==> src/rtl/hazard_pkg.sv <==
// hazard_pkg
// Shared types and helpers for the hazard/forwarding slice.
//   tag_entry_t    : one in-flight destination tag {we, rd, is_load}
//   BUBBLE         : tag entry that never matches any source operand
//   fwd_sel_width  : width of one per-port forwarding select
// The rd field is TAG_RA_MAX bits wide, so NREG up to 2**TAG_RA_MAX is
// supported. Narrower register addresses are zero-extended into it.
package hazard_pkg;

  localparam int TAG_RA_MAX = 8;

  typedef struct packed {
    logic                  we;
    logic [TAG_RA_MAX-1:0] rd;
    logic                  is_load;
  } tag_entry_t;

  localparam tag_entry_t BUBBLE = '{we: 1'b0, rd: '0, is_load: 1'b0};

  // Select encodes 0 = register file, k+1 = stage k.
  function automatic int fwd_sel_width(input int depth);
    return $clog2(depth + 1);
  endfunction

endpackage

==> src/rtl/hazard_tag_pipe.sv <==
// hazard_tag_pipe
// FWD_DEPTH-entry shift register of in-flight destination tags.
// Every rising edge each stage moves one position older. The oldest entry
// drops off because its register-file write lands on that same edge.
// Ports:
//   clk, reset_n   : clock, asynchronous active-low reset (clears all tags)
//   entry_in       : decode tag offered to stage 0
//   insert_bubble  : load stage 0 with BUBBLE instead of entry_in
//   stage_q        : current tag of every stage (index 0 = youngest)
module hazard_tag_pipe
  import hazard_pkg::*;
#(
  parameter int FWD_DEPTH = 3
) (
  input  logic                         clk,
  input  logic                         reset_n,
  input  tag_entry_t                   entry_in,
  input  logic                         insert_bubble,
  output tag_entry_t [FWD_DEPTH-1:0]   stage_q
);

  tag_entry_t [FWD_DEPTH-1:0] stage_reg;

  genvar gi;
  generate
    for (gi = 0; gi < FWD_DEPTH; gi++) begin : g_stage
      if (gi == 0) begin : g_head
        always_ff @(posedge clk or negedge reset_n) begin
          if (!reset_n) begin
            stage_reg[gi] <= BUBBLE;
          end else begin
            stage_reg[gi] <= insert_bubble ? BUBBLE : entry_in;
          end
        end
      end else begin : g_body
        always_ff @(posedge clk or negedge reset_n) begin
          if (!reset_n) begin
            stage_reg[gi] <= BUBBLE;
          end else begin
            stage_reg[gi] <= stage_reg[gi-1];
          end
        end
      end
    end
  endgenerate

  assign stage_q = stage_reg;

endmodule

==> src/rtl/hazard_forward_unit.sv <==
// hazard_forward_unit
// Hazard detection and operand forwarding between decode and execute.
// It tracks one destination tag per post-decode stage. For every source
// port it picks the youngest matching stage as bypass data. It stalls decode
// on a load-use hazard and squashes decode slots after a taken redirect.
// Ports:
//   clk, reset_n            : clock, asynchronous active-low reset
//   id_valid_i              : decode holds a valid instruction
//   id_rs_en_i/id_rs_addr_i : per-port source enable / register address
//   id_rd_we_i/id_rd_addr_i : decode destination write enable / register
//   id_is_load_i            : decode instruction is a load
//   rf_data_i               : register-file read data per port
//   stage_data_i            : result currently held in each stage
//   redirect_i              : taken jump/branch resolved in EX this cycle
//   fwd_data_o/fwd_sel_o    : resolved operand / source select per port
//   stall_o                 : hold PC and IF/ID, bubble into stage 0
//   kill_o                  : squash the decode slot
//   stage_we_o/stage_rd_o   : registered tag of every stage
// Optional feature macro HAZARD_STATS_EN adds stall_count_o and
// kill_count_o. These are saturating 32-bit counts of stall and kill cycles.
module hazard_forward_unit
  import hazard_pkg::*;
#(
  parameter int XLEN             = 32,
  parameter int NREG             = 32,
  parameter int NRD              = 2,
  parameter int FWD_DEPTH        = 3,
  parameter int LOAD_STAGE       = 1,
  parameter int REDIRECT_BUBBLES = 2
) (
  input  logic                                      clk,
  input  logic                                      reset_n,
  input  logic                                      id_valid_i,
  input  logic [NRD-1:0]                            id_rs_en_i,
  input  logic [NRD*$clog2(NREG)-1:0]               id_rs_addr_i,
  input  logic                                      id_rd_we_i,
  input  logic [$clog2(NREG)-1:0]                   id_rd_addr_i,
  input  logic                                      id_is_load_i,
  input  logic [NRD*XLEN-1:0]                       rf_data_i,
  input  logic [FWD_DEPTH*XLEN-1:0]                 stage_data_i,
  input  logic                                      redirect_i,
  output logic [NRD*XLEN-1:0]                       fwd_data_o,
  output logic [NRD*fwd_sel_width(FWD_DEPTH)-1:0]   fwd_sel_o,
  output logic                                      stall_o,
  output logic                                      kill_o,
  output logic [FWD_DEPTH-1:0]                      stage_we_o,
  output logic [FWD_DEPTH*$clog2(NREG)-1:0]         stage_rd_o
`ifdef HAZARD_STATS_EN
  ,
  output logic [31:0]                               stall_count_o,
  output logic [31:0]                               kill_count_o
`endif
);

  localparam int RA = $clog2(NREG);
  localparam int SW = fwd_sel_width(FWD_DEPTH);
  localparam int CW = $clog2(REDIRECT_BUBBLES + 1);

  tag_entry_t [FWD_DEPTH-1:0] stage_q;
  tag_entry_t                 dec_entry;
  logic                       insert_bubble;
  logic [NRD-1:0]             port_load_use;
  logic [CW-1:0]              redir_cnt_reg;
  logic [CW-1:0]              redir_cnt_next;

  assign dec_entry = '{we: id_rd_we_i, rd: TAG_RA_MAX'(id_rd_addr_i),
                       is_load: id_is_load_i};

  // A stalled or squashed decode slot must not enter the pipeline.
  assign insert_bubble = !(id_valid_i && !stall_o && !kill_o);

  hazard_tag_pipe #(
    .FWD_DEPTH (FWD_DEPTH)
  ) u_tag_pipe (
    .clk           (clk),
    .reset_n       (reset_n),
    .entry_in      (dec_entry),
    .insert_bubble (insert_bubble),
    .stage_q       (stage_q)
  );

  genvar gi;
  generate
    for (gi = 0; gi < FWD_DEPTH; gi++) begin : g_tag_out
      assign stage_we_o[gi]          = stage_q[gi].we;
      assign stage_rd_o[gi*RA +: RA] = stage_q[gi].rd[RA-1:0];
    end

    for (gi = 0; gi < NRD; gi++) begin : g_port
      logic [RA-1:0]   addr;
      logic [SW-1:0]   sel;
      logic [XLEN-1:0] data;
      logic            load_use;

      assign addr = id_rs_addr_i[gi*RA +: RA];

      // Scan from oldest to youngest so the youngest match overwrites.
      // The load-use flag follows the winning stage only. An older stage
      // with ready data is deliberately not used in its place.
      always_comb begin
        sel      = '0;
        data     = rf_data_i[gi*XLEN +: XLEN];
        load_use = 1'b0;
        for (int k = FWD_DEPTH - 1; k >= 0; k--) begin
          if (id_rs_en_i[gi] && (addr != '0) && stage_q[k].we &&
              (stage_q[k].rd == TAG_RA_MAX'(addr))) begin
            sel      = SW'(k + 1);
            data     = stage_data_i[k*XLEN +: XLEN];
            load_use = stage_q[k].is_load && (k < LOAD_STAGE);
          end
        end
      end

      assign fwd_sel_o[gi*SW +: SW]    = sel;
      assign fwd_data_o[gi*XLEN +: XLEN] = data;
      assign port_load_use[gi]         = load_use;
    end
  endgenerate

  // The first squashed slot is the redirect cycle itself, so it is
  // combinational. The counter covers the remaining slots.
  assign kill_o  = redirect_i || (redir_cnt_reg != '0);
  assign stall_o = (|port_load_use) && !kill_o;

  always_comb begin
    redir_cnt_next = redir_cnt_reg;
    if (redirect_i) begin
      redir_cnt_next = CW'(REDIRECT_BUBBLES - 1);
    end else if (redir_cnt_reg != '0) begin
      redir_cnt_next = redir_cnt_reg - 1'b1;
    end
  end

  always_ff @(posedge clk or negedge reset_n) begin
    if (!reset_n) begin
      redir_cnt_reg <= '0;
    end else begin
      redir_cnt_reg <= redir_cnt_next;
    end
  end

`ifdef HAZARD_STATS_EN
  logic [31:0] stall_cnt_reg;
  logic [31:0] kill_cnt_reg;

  always_ff @(posedge clk or negedge reset_n) begin
    if (!reset_n) begin
      stall_cnt_reg <= '0;
      kill_cnt_reg  <= '0;
    end else begin
      if (stall_o && (stall_cnt_reg != '1)) begin
        stall_cnt_reg <= stall_cnt_reg + 32'd1;
      end
      if (kill_o && (kill_cnt_reg != '1)) begin
        kill_cnt_reg <= kill_cnt_reg + 32'd1;
      end
    end
  end

  assign stall_count_o = stall_cnt_reg;
  assign kill_count_o  = kill_cnt_reg;
`endif

endmodule

==> config.mk <==
export PLATFORM = sky130hd
export DESIGN_NAME = hazard_forward_unit
export DESIGN_NICKNAME = d
export VERILOG_FILES = /design/src/rtl/hazard_pkg.sv /design/src/rtl/hazard_tag_pipe.sv /design/src/rtl/hazard_forward_unit.sv
export SDC_FILE = /design/constraint.sdc
export NUM_CORES = 1
export LEC_CHECK = 0
export CORE_AREA = 2 2 104 106
export DETAILED_ROUTE_END_ITERATION = 10
export DIE_AREA = 0 0 106 108
export DONT_BUFFER_PORTS = 1
export GPL_TIMING_DRIVEN = 0
export MAX_ROUTING_LAYER = met4
export SYNTH_ARGS = -nofsm -noshare
export SYNTH_HDL_FRONTEND = slang
export SYNTH_HIERARCHICAL = 1
export SYNTH_SLANG_ARGS = --single-unit
==> constraint.sdc <==
create_clock -name clk -period 5.3 [get_ports clk]
set_clock_uncertainty 0.05 [all_clocks]
set_input_delay 0.53 -clock clk [delete_from_list [all_inputs] [get_ports clk]]
set_output_delay 0.53 -clock clk [all_outputs]
set_load 0.02 [all_outputs]
== Word-level counts from Yosys, hierarchy flattened ==
Cells that the tools add are included.
W data, S select, Z words.

* Register bits: 30
* Input port bits: 183
* Output and inout bits: 88
* Word-level logic and storage cells: 57

* Add/sub/neg operators: 1
* Eq/ne operators: 6
* Mux-type cells: 17
* Reductions and logical operators: 25

{| class="wikitable"
|+ Operators with widths
! kind !! count
|-
| $mux W32 || 6
|-
| $eq A8 B5 Y1 || 6
|-
| $logic_and A1 B1 Y1 || 17
|-
| $mux W2 || 8
|-
| $mux W10 || 1
|-
| $reduce_bool A5 Y1 || 2
|-
| $reduce_bool A2 Y1 || 2
|-
| $logic_not A1 Y1 || 2
|-
| $mux W1 || 2
|-
| $reduce_or A2 Y1 || 1
|-
| $sub A2 B1 Y2 const B || 1
|-
| $logic_or A1 B1 Y1 || 1
|}

== Logic depth before layout (Yosys ltp) ==
Gate-level depths: netlist (run 1).

* Word-level depth: 11
* Gate-level depth with buffers: 8
* Mapped depth without buffers: 6

== Hierarchy ==
Netlist (run 1), hierarchy kept.

{| class="wikitable"
|+ By module, submodules not included
! module !! times used !! cells each !! area each (µm²) !! seq. area each (µm²)
|-
| hazard_forward_unit || 1 || 457 || 2884.0 || 50.0
|-
| hazard_tag_pipe || 1 || 40 || 813.3 || 750.7
|}

== Worst setup path before layout (run 1) ==
No wires, ideal clock.

* Path type: register -> output
* Start: reg u_tag_pipe.stage_reg (netlist bit u_tag_pipe/stage_q[29])
* End: out fwd_data_o[32]
* Data arrival time: 2.531 ns
* Required time: 4.720 ns
* Path slack: 2.189 ns
* Stages on the path, launching flop included: 7
* Path buffers: 1
* Path through: dfrtp_1 or4b_1 or4_1 buf_2 nor3_4 a211oi_1 o21ai_0

* Cells in the longest elaborated chain, start to end: 5

{| class="wikitable"
|+ RTL lines
! what !! RTL line !! RTL
|-
| from (decl) || hazard_tag_pipe.sv:22 || <nowiki>tag_entry_t [FWD_DEPTH-1:0] stage_reg;</nowiki>
|-
| from (signal, indexed assignment) || hazard_tag_pipe.sv:40 || <nowiki>stage_reg[gi] <= stage_reg[gi-1];</nowiki>
|-
| $logic_and A1 B1 Y1 (2 in a row) || hazard_forward_unit.sv:105 || <nowiki>if (id_rs_en_i[gi] && (addr != '0) && stage_q[k].we &&</nowiki>
|-
| $mux W32 (3 in a row) || hazard_forward_unit.sv:105 ||
|-
| to (decl) || hazard_forward_unit.sv:42 || <nowiki>output logic [NRD*XLEN-1:0] fwd_data_o,</nowiki>
|}

Every way passes these cells.

== Worst setup path after layout (run 1) ==
* Start: reg u_tag_pipe.stage_reg (netlist bit u_tag_pipe/stage_q[29])
* End: out fwd_data_o[2]

Same word-level chain as after synthesis.

==> metrics.yaml, run 1 <==
outcome:
  status: "completed"
route:
  viasPerCell: 6.51
  first_pass_iters: 5
  drc: 0
  dr_total_vias: 4177
  antenna_left: 0
  drt-initial-drc-count: 404
  wirelength_um: 16600
  wl_per_cell_um: 25.8
clock_tree:
  insertion_delay_ns: 0.28
  cts.sink_count: 30
  cts_tree: "done"
  htree_num_levels: 2
  cts_setup_buffers: 0
  ctsResizeCount: 0
  cts_buffer_depth: 2
  cts_buffers: 5
  cts_hold_repair.buffers: 1
  clkTransAtPathRegs_ns: 0.06
  cts-root-buf: "clkbuf_8"
power:
  power.share.clock_pct: 27.7
  switching_share_pct: 37.6
  leakage_nw: 1.43
  switching_power_mw: 0.254
  ir_worst_vdd_uv: 265
  p_int_mw: 0.422
  power_frac_comb_pct: 30.3
  seq_power_share_pct: 42.0
  p_per_area_nw_per_um2: 172
timing:
  drv_slew: 0
  setup_tns_ns: 0
  maxSlewHeadroom_pct: 42.6
  post-route-period-util_pct: 74.0
  period_needed_ns: 3.92
  hold_violations: 0
  fmax_ghz: 0.255
  worstMarginPinSlew_ns: 0.852
  rsz0062_at_grt: "false"
  setup_viol: 0
floorplanning:
  core-area_um2: 10200
  rows: 37
  die_h_um: 108
  io_pins: 271
  die_x_um: 106
  die_area_um2: 11400
  initial_core_util_pct: 35.6
layout:
  diodes: 0
  layout.nets: 689
  finalInstanceArea_um2: 3940
  drive_gt1_share_pct: 4.74
  largest_register_ffs: 28
  syn_to_final_growth_pct: 8.03
synthesis:
  synth_area_um2: 3650
  yosysWarnings: 6
  syn_inst: 495
  syn-mean-instance-area_um2: 7.37
critical_path:
  arrival_ns: 3.34
  crit_required_ns: 4.72
  crit_type: "reg2out"
  start_kind: "flip-flop"
  end_kind: "output pin"
  crit_fanout: 10
global_routing:
  antenna_found_initial: 0
  grtUsageTotal_pct: 27.4
  grt_pass1_wl_um: 23600
  grt_max_degree: 31
  grt_pass1_vias: 4027
  grt_overflow: 0
placement:
  gp_congestion: 0.904
  placed_cell_area_um2: 3820
  io_buffers: 0
  post-dp-hpwl_um: 13200
min_path:
  min_path_type: "in2async"
flow_run:
  drv_cap: 0
[power groups by stage]
stage | logic, mW | registers [mW] | clock network [mW]
after floorplan | 0.160 | 0.283 | 0
after detailed placement | 0.198 | 0.289 | 0
after CTS | 0.204 | 0.284 | 0.194
after global routing | 0.222 | 0.287 | 0.204
after global placement | 0.192 | 0.288 | 0
final | 0.205 | 0.284 | 0.187
[worst paths after layout]
check	cells past startpoint	slack (ns)	startpoint	to
max	6	1.38	u_tag_pipe/stage_q[29]	fwd_data_o[2]
min	1	0.02	reset_n	u_tag_pipe/stage_q[23]
max reg2reg	7	2.15	u_tag_pipe/stage_q[9]	u_tag_pipe/stage_q[4]
min reg2reg	0	0.32	u_tag_pipe/stage_q[6]	u_tag_pipe/stage_q[16]
max in group asynchronous	1	5.02	reset_n	u_tag_pipe/stage_q[19]
min in group clk	1	0.26	redirect_i	redir_cnt_reg[1]
[worst max-delay path, stage by stage, from the launching register on]
cell and delay, ns:
dfrtp_1 0.46, or4b_1 0.52, nor4_2 0.60, nand3_1 0.46
clkbuf_1 0.37, a211oi_1 0.35, o21ai_0 0.32
[layout by cell type (no fill, tap or decap), types with 3 or more instances in the layout]
cell	count
a211oi_1	64
and4_1	35
buf_2	5
buf_6	6
clkbuf_1	42
clkbuf_8	6
conb_1	3
dfrtp_1	30
nand2_1	67
nor2_1	13
nor2b_1	10
o21ai_0	52
o21ai_1	46
o21bai_1	32
o31a_1	32
or4_1	3
xnor2_1	4
xor2_1	27
[metrics by stage]
stage,std cells,setup slack [ns],hold slack (ns),total power [mW],utilization [%]
finish,642,1.38,0.0152,0.676,38.5
CTS,642,1.39,0.0110,0.682,38.5
floorplan,497,2.19,0.184,0.443,-
global route,642,1.19,0.0205,0.713,38.5
detailed placement,633,1.65,0.185,0.487,37.4
global placement,633,1.69,0.185,0.480,37.4
[routing by layer]
layer  vias to the layer above  global-route usage, %  part of all wire [%]
met1                      1992                   32.9                    40
li1                       1884                      -                     -
met3                        19                   6.99                   9.5
met4                         0                   5.08                   1.5
met5                         -                      -                     0
met2                       282                   47.3                    49
[final cells by class]
type,count,area [um^2]
sequential,30,751
buffer,55,258
fill,1081,6290
multi-input combinational,410,2640
tap,136,170
clock inverter,2,12.5
timing repair buffer,1,20.0
clock buffer,6,82.6
inverter,2,7.51
(Power assumes the default switching activity.)
==> run 2: changes to the inputs <==
Settings changed: ABC_AREA set to 1, CORE_AREA 2 2 104 106 to 2 2 106 108, DIE_AREA 0 0 106 108 to 0 0 108 110, PLACE_DENSITY set to 0.66.
Clock period 5.3 ns to 3.45 ns, I/O delays scaled along.
==> metrics.yaml, run 2 <==
outcome:
  status: "completed"
critical_path:
  crit_required_ns: 3.05
  crit_type: "reg2out"
  path_buf_inv: 3
  regToRegSetupSlack_ns: 1.26
  cp_common_cell: "nor2_1"
  reg2reg_depth: 11
  arrival_ns: 2.48
  reg2reg_to: "u_tag_pipe/stage_q[5]"
  crit_path_max_incr_delay_ns: 0.52
  cp_cell_sequence: "inv_1, or2_1, nand3_1, nor2_1, nand3_2, buf_2, buf_2, nor2_1, nor2_1"
  start_kind: "flip-flop"
  crit_fanout: 10
  r2r_start: "u_tag_pipe/stage_q[2]"
  critPathSlowestCell: "dfrtp_1"
  end_kind: "output pin"
  crit_family: "simple AND/OR/NAND/NOR gates"
timing:
  setup_tns_ns: 0
  worstMarginPinSlew_ns: 0.733
  setup_viol: 0
  maxSlewHeadroom_pct: 51.1
  period_needed_ns: 2.87
  drv_slew: 0
  fmax_ghz: 0.348
  rsz0062_at_grt: "false"
  fin_ws_ns: 0.578
  hold_violations: 0
  post-route-period-util_pct: 83.3
  holdWs_ns: 0.103
power:
  ir_worst_vdd_uv: 422
  p_per_area_nw_per_um2: 232
  total_power_mw: 1.27
  leakage_nw: 3.09
layout:
  diodes: 0
  drive_gt1_share_pct: 13.9
  layout.nets: 1112
  finalInstanceArea_um2: 5470
  final_util_pct: 51.2
  syn_to_final_growth_pct: 6.94
  layout_common_cells: "250 x nand2_1, 144 x nor2_1, 132 x nand4_1"
  final_cells: 1069
  largest_register_ffs: 28
  final_common_cell: "nand2_1"
  fillers: 1182
clock_tree:
  htree_num_levels: 2
  cts_tree: "done"
  clkTransAtPathRegs_ns: 0.07
  cts-root-buf: "clkbuf_8"
  ctsResizeCount: 0
  cts_buffers: 5
  cts.sink_count: 30
  cts_buffer_depth: 2
  insertion_delay_ns: 0.28
  cts_setup_buffers: 0
global_routing:
  grt_max_degree: 31
  grt_pass1_wl_um: 31700
  grt_overflow: 0
  antenna_found_initial: 0
  grt_pass1_vias: 5795
  grtUsageTotal_pct: 36.2
placement:
  post-dp-hpwl_um: 17500
  place_ws_ns: 0.912
  gp_congestion: 0.978
  place_inst: 1059
  placed_cell_area_um2: 5300
  io_buffers: 0
floorplanning:
  die_h_um: 110
  die_x_um: 108
  initial_core_util_pct: 47.8
  io_pins: 271
  die_area_um2: 11900
  rows: 38
  core-area_um2: 10700
synthesis:
  syn-mean-instance-area_um2: 5.58
  synth_area_um2: 5120
  syn_inst: 917
  yosysWarnings: 6
route:
  antenna_left: 0
  first_pass_iters: 7
  wl_per_cell_um: 20.6
  drc: 0
  viasPerCell: 5.90
  drt-initial-drc-count: 613
  wirelength_um: 22100
  dr_total_vias: 6304
min_path:
  min_path_type: "in2reg"
  hp-start: "id_rd_addr_i[1]"
  hold_end: "u_tag_pipe/stage_q[2]"
  hold_depth: 2
flow_run:
  drv_cap: 0
## run 2: cell type report
cell class              count  area (um^2)  share of cell area (%)
inverters                 119          447                    8.16
clock buffers               6         82.6                    1.51
flip-flops and latches     30          751                    13.7
plain buffers              65          404                    7.38
multi-input cells         705         3520                    64.4
repair buffers              2         30.0                   0.549
well taps                 140          175                    3.20
clock inverters             2         60.1                    1.10
## run 2: worst max path at each step
stage               slack, ns              to  cells after the start                   start
floorplan                1.39    fwd_sel_o[3]                      8   u_tag_pipe/stage_q[1]
global placement         0.92  fwd_data_o[37]                      9   u_tag_pipe/stage_q[1]
detailed placement       0.91  fwd_data_o[37]                      9  u_tag_pipe/stage_q[19]
CTS                      0.60  fwd_data_o[37]                      9   u_tag_pipe/stage_q[1]
global route             0.36  fwd_data_o[37]                      9  u_tag_pipe/stage_q[19]
finish                   0.58  fwd_data_o[39]                      9   u_tag_pipe/stage_q[1]
## run 2: where the power goes
group,internal [mW],switching (mW),total [mW]
Sequential,0.378,0.0437,0.422
Clock,0.308,0.135,0.443
Combinational,0.120,0.287,0.408
## run 2: repair_timing
item / 4_1_cts / 5_1_grt
endpoints found under the setup margin: 0 / 0
hold buffers: 2 / 0
hold endpoints to repair: 30 / 0
## run 2: per-layer routing
| metal | wire, um | part of all wire, % | up-vias | GRT usage, % |
|---|---|---|---|---|
| li1 | - | - | 2996 | - |
| met1 | 7950 | 36 | 2810 | 41.3 |
| met2 | 10800 | 49 | 425 | 62.7 |
| met3 | 2490 | 11 | 73 | 6.64 |
| met4 | 864 | 3.9 | 0 | 14.9 |
| met5 | 0 | 0 | - | - |
==> run 3: changes to the inputs <==
Settings changed: PLACE_DENSITY 0.66 to not set.
Clock period 3.45 ns to 2.9 ns, I/O delays scaled along.
==> metrics.yaml, run 3 (synthesized netlist as in run 2, its figures left out) <==
floorplanning:
  die_h_um: 110
  die_x_um: 108
  rows: 38
  initial_core_util_pct: 47.8
  io_pins: 271
  die_area_um2: 11900
  core-area_um2: 10700
layout:
  diodes: 0
  largest_register_ffs: 28
  final_util_pct: 50.9
  final_common_cell: "nand2_1"
  layout.nets: 1112
  final_cells: 1069
  layout_common_cells: "250 x nand2_1, 139 x nor2_1, 132 x nand4_1"
  finalInstanceArea_um2: 5440
  syn_to_final_growth_pct: 6.36
  drive_gt1_share_pct: 14.9
critical_path:
  crit_family: "simple AND/OR/NAND/NOR gates"
  start_kind: "flip-flop"
  crit_type: "reg2out"
  critPathSlowestCell: "dfrtp_1"
  path_buf_inv: 2
  crit_fanout: 10
  arrival_ns: 2.46
  crit_path_max_incr_delay_ns: 0.48
  r2r_start: "u_tag_pipe/stage_q[9]"
  regToRegSetupSlack_ns: 0.61
  reg2reg_depth: 11
  crit_required_ns: 2.56
  reg2reg_to: "u_tag_pipe/stage_q[2]"
  end_kind: "output pin"
  cp_cell_sequence: "nand2_1, nor2_1, nand3_1, nor2_1, nand3_2, buf_2, nand2_1, inv_1, a21oi_1"
clock_tree:
  htree_num_levels: 2
  cts-root-buf: "clkbuf_8"
  cts_buffer_depth: 2
  clkTransAtPathRegs_ns: 0.07
  cts_buffers: 5
  cts.sink_count: 30
  insertion_delay_ns: 0.29
  cts_setup_buffers: 0
  cts_tree: "done"
route:
  dr_total_vias: 6356
  drc: 0
  drt-initial-drc-count: 569
  antenna_left: 0
  wl_per_cell_um: 20.7
  first_pass_iters: 5
  viasPerCell: 5.95
  wirelength_um: 22100
global_routing:
  grt_pass1_wl_um: 32700
  grt_pass1_vias: 6093
  grtUsageTotal_pct: 36.9
  antenna_found_initial: 0
  grt_max_degree: 31
  grt_overflow: 0
placement:
  post-dp-hpwl_um: 17600
  gp_congestion: 0.958
  placed_cell_area_um2: 5300
  place_inst: 1059
  io_buffers: 0
timing:
  holdWs_ns: 0.0409
  worstMarginPinSlew_ns: 0.608
  rsz0062_at_grt: "false"
  hold_violations: 0
  setup_viol: 0
  setup_tns_ns: 0
  post-route-period-util_pct: 96.4
  maxSlewHeadroom_pct: 59.5
  period_needed_ns: 2.80
  fmax_ghz: 0.358
  drv_slew: 0
power:
  seq_power_share_pct: 37.4
  p_per_area_nw_per_um2: 246
  switching_share_pct: 41.4
  power_frac_comb_pct: 36.2
  power.share.clock_pct: 26.3
  switching_power_mw: 0.555
  ir_worst_vdd_uv: 455
  p_int_mw: 0.784
  leakage_nw: 3.08
min_path:
  hp-start: "id_rd_addr_i[0]"
  hold_depth: 2
  hold_end: "u_tag_pipe/stage_q[1]"
  min_path_type: "in2reg"
outcome:
  status: "completed"
flow_run:
  drv_cap: 0
## run 3: cell count changes in the layout (fill, tap and decap cells not counted)
| cell | change |
|---|---|
| clkbuf_2 | +4 |
| clkbuf_1 | -4 |
| nor2_1 | -5 |
| bufinv_16 | -2 |
| nor2_2 | +5 |
| clkinvlp_4 | +1 |
| clkinv_2 | +1 |
## run 3: repair_timing
action                                 4_1_cts  5_1_grt
hold buffers                                 2        0
endpoints found under the hold margin       30        0
resized for setup                            0       13
setup endpoints to repair                    0       11
## run 3: power groups by stage
stage / Sequential, mW / Combinational, mW / Clock (mW)
finish: 0.501 / 0.485 / 0.353
global route: 0.508 / 0.539 / 0.378
floorplan: 0.499 / 0.373 / 0
global placement: 0.508 / 0.457 / 0
detailed placement: 0.510 / 0.466 / 0
CTS: 0.502 / 0.479 / 0.363
## run 3: worst max-delay path by stage
stage	depth (start not counted)	startpoint	slack (ns)	end
finish	9	u_tag_pipe/stage_q[9]	0.10	fwd_data_o[4]
global route	9	u_tag_pipe/stage_q[9]	0.0003	fwd_data_o[4]
CTS	9	u_tag_pipe/stage_q[1]	0.04	fwd_data_o[42]
detailed placement	9	u_tag_pipe/stage_q[1]	0.37	fwd_data_o[42]
global placement	9	u_tag_pipe/stage_q[1]	0.38	fwd_data_o[42]
floorplan	8	u_tag_pipe/stage_q[1]	0.90	fwd_sel_o[3]
## run 3: routing by layer
metal	GRT usage (%)	vias to the layer above	wire, um
met2	63.5	366	11000
met1	40.6	2912	8010
met5	-	-	0
met4	20.7	0	1130
li1	-	2996	-
met3	6.58	82	1990
## run 3: final cells by class
class                           count  area [um^2]
Buffer                             65          409
Multi-Input combinational cell    705         3540
Inverter                          119          447
Clock buffer                        6         82.6
Sequential cell                    30          751
Timing Repair Buffer                2         30.0
Tap cell                          140          175
Fill cell                        1193         5250
Clock inverter                      2         12.5
## run 3: stage by stage
| stage | setup WS [ns] | total power, mW |
|---|---|---|
| 6_report | 0.104 | 1.34 |
| 5_1_grt | 0.000257 | 1.42 |
| 3_3_place_gp | 0.379 | 0.965 |
| 3_5_place_dp | 0.375 | 0.975 |
| 4_1_cts | 0.0397 | 1.34 |
| 2_1_floorplan | 0.899 | 0.872 |
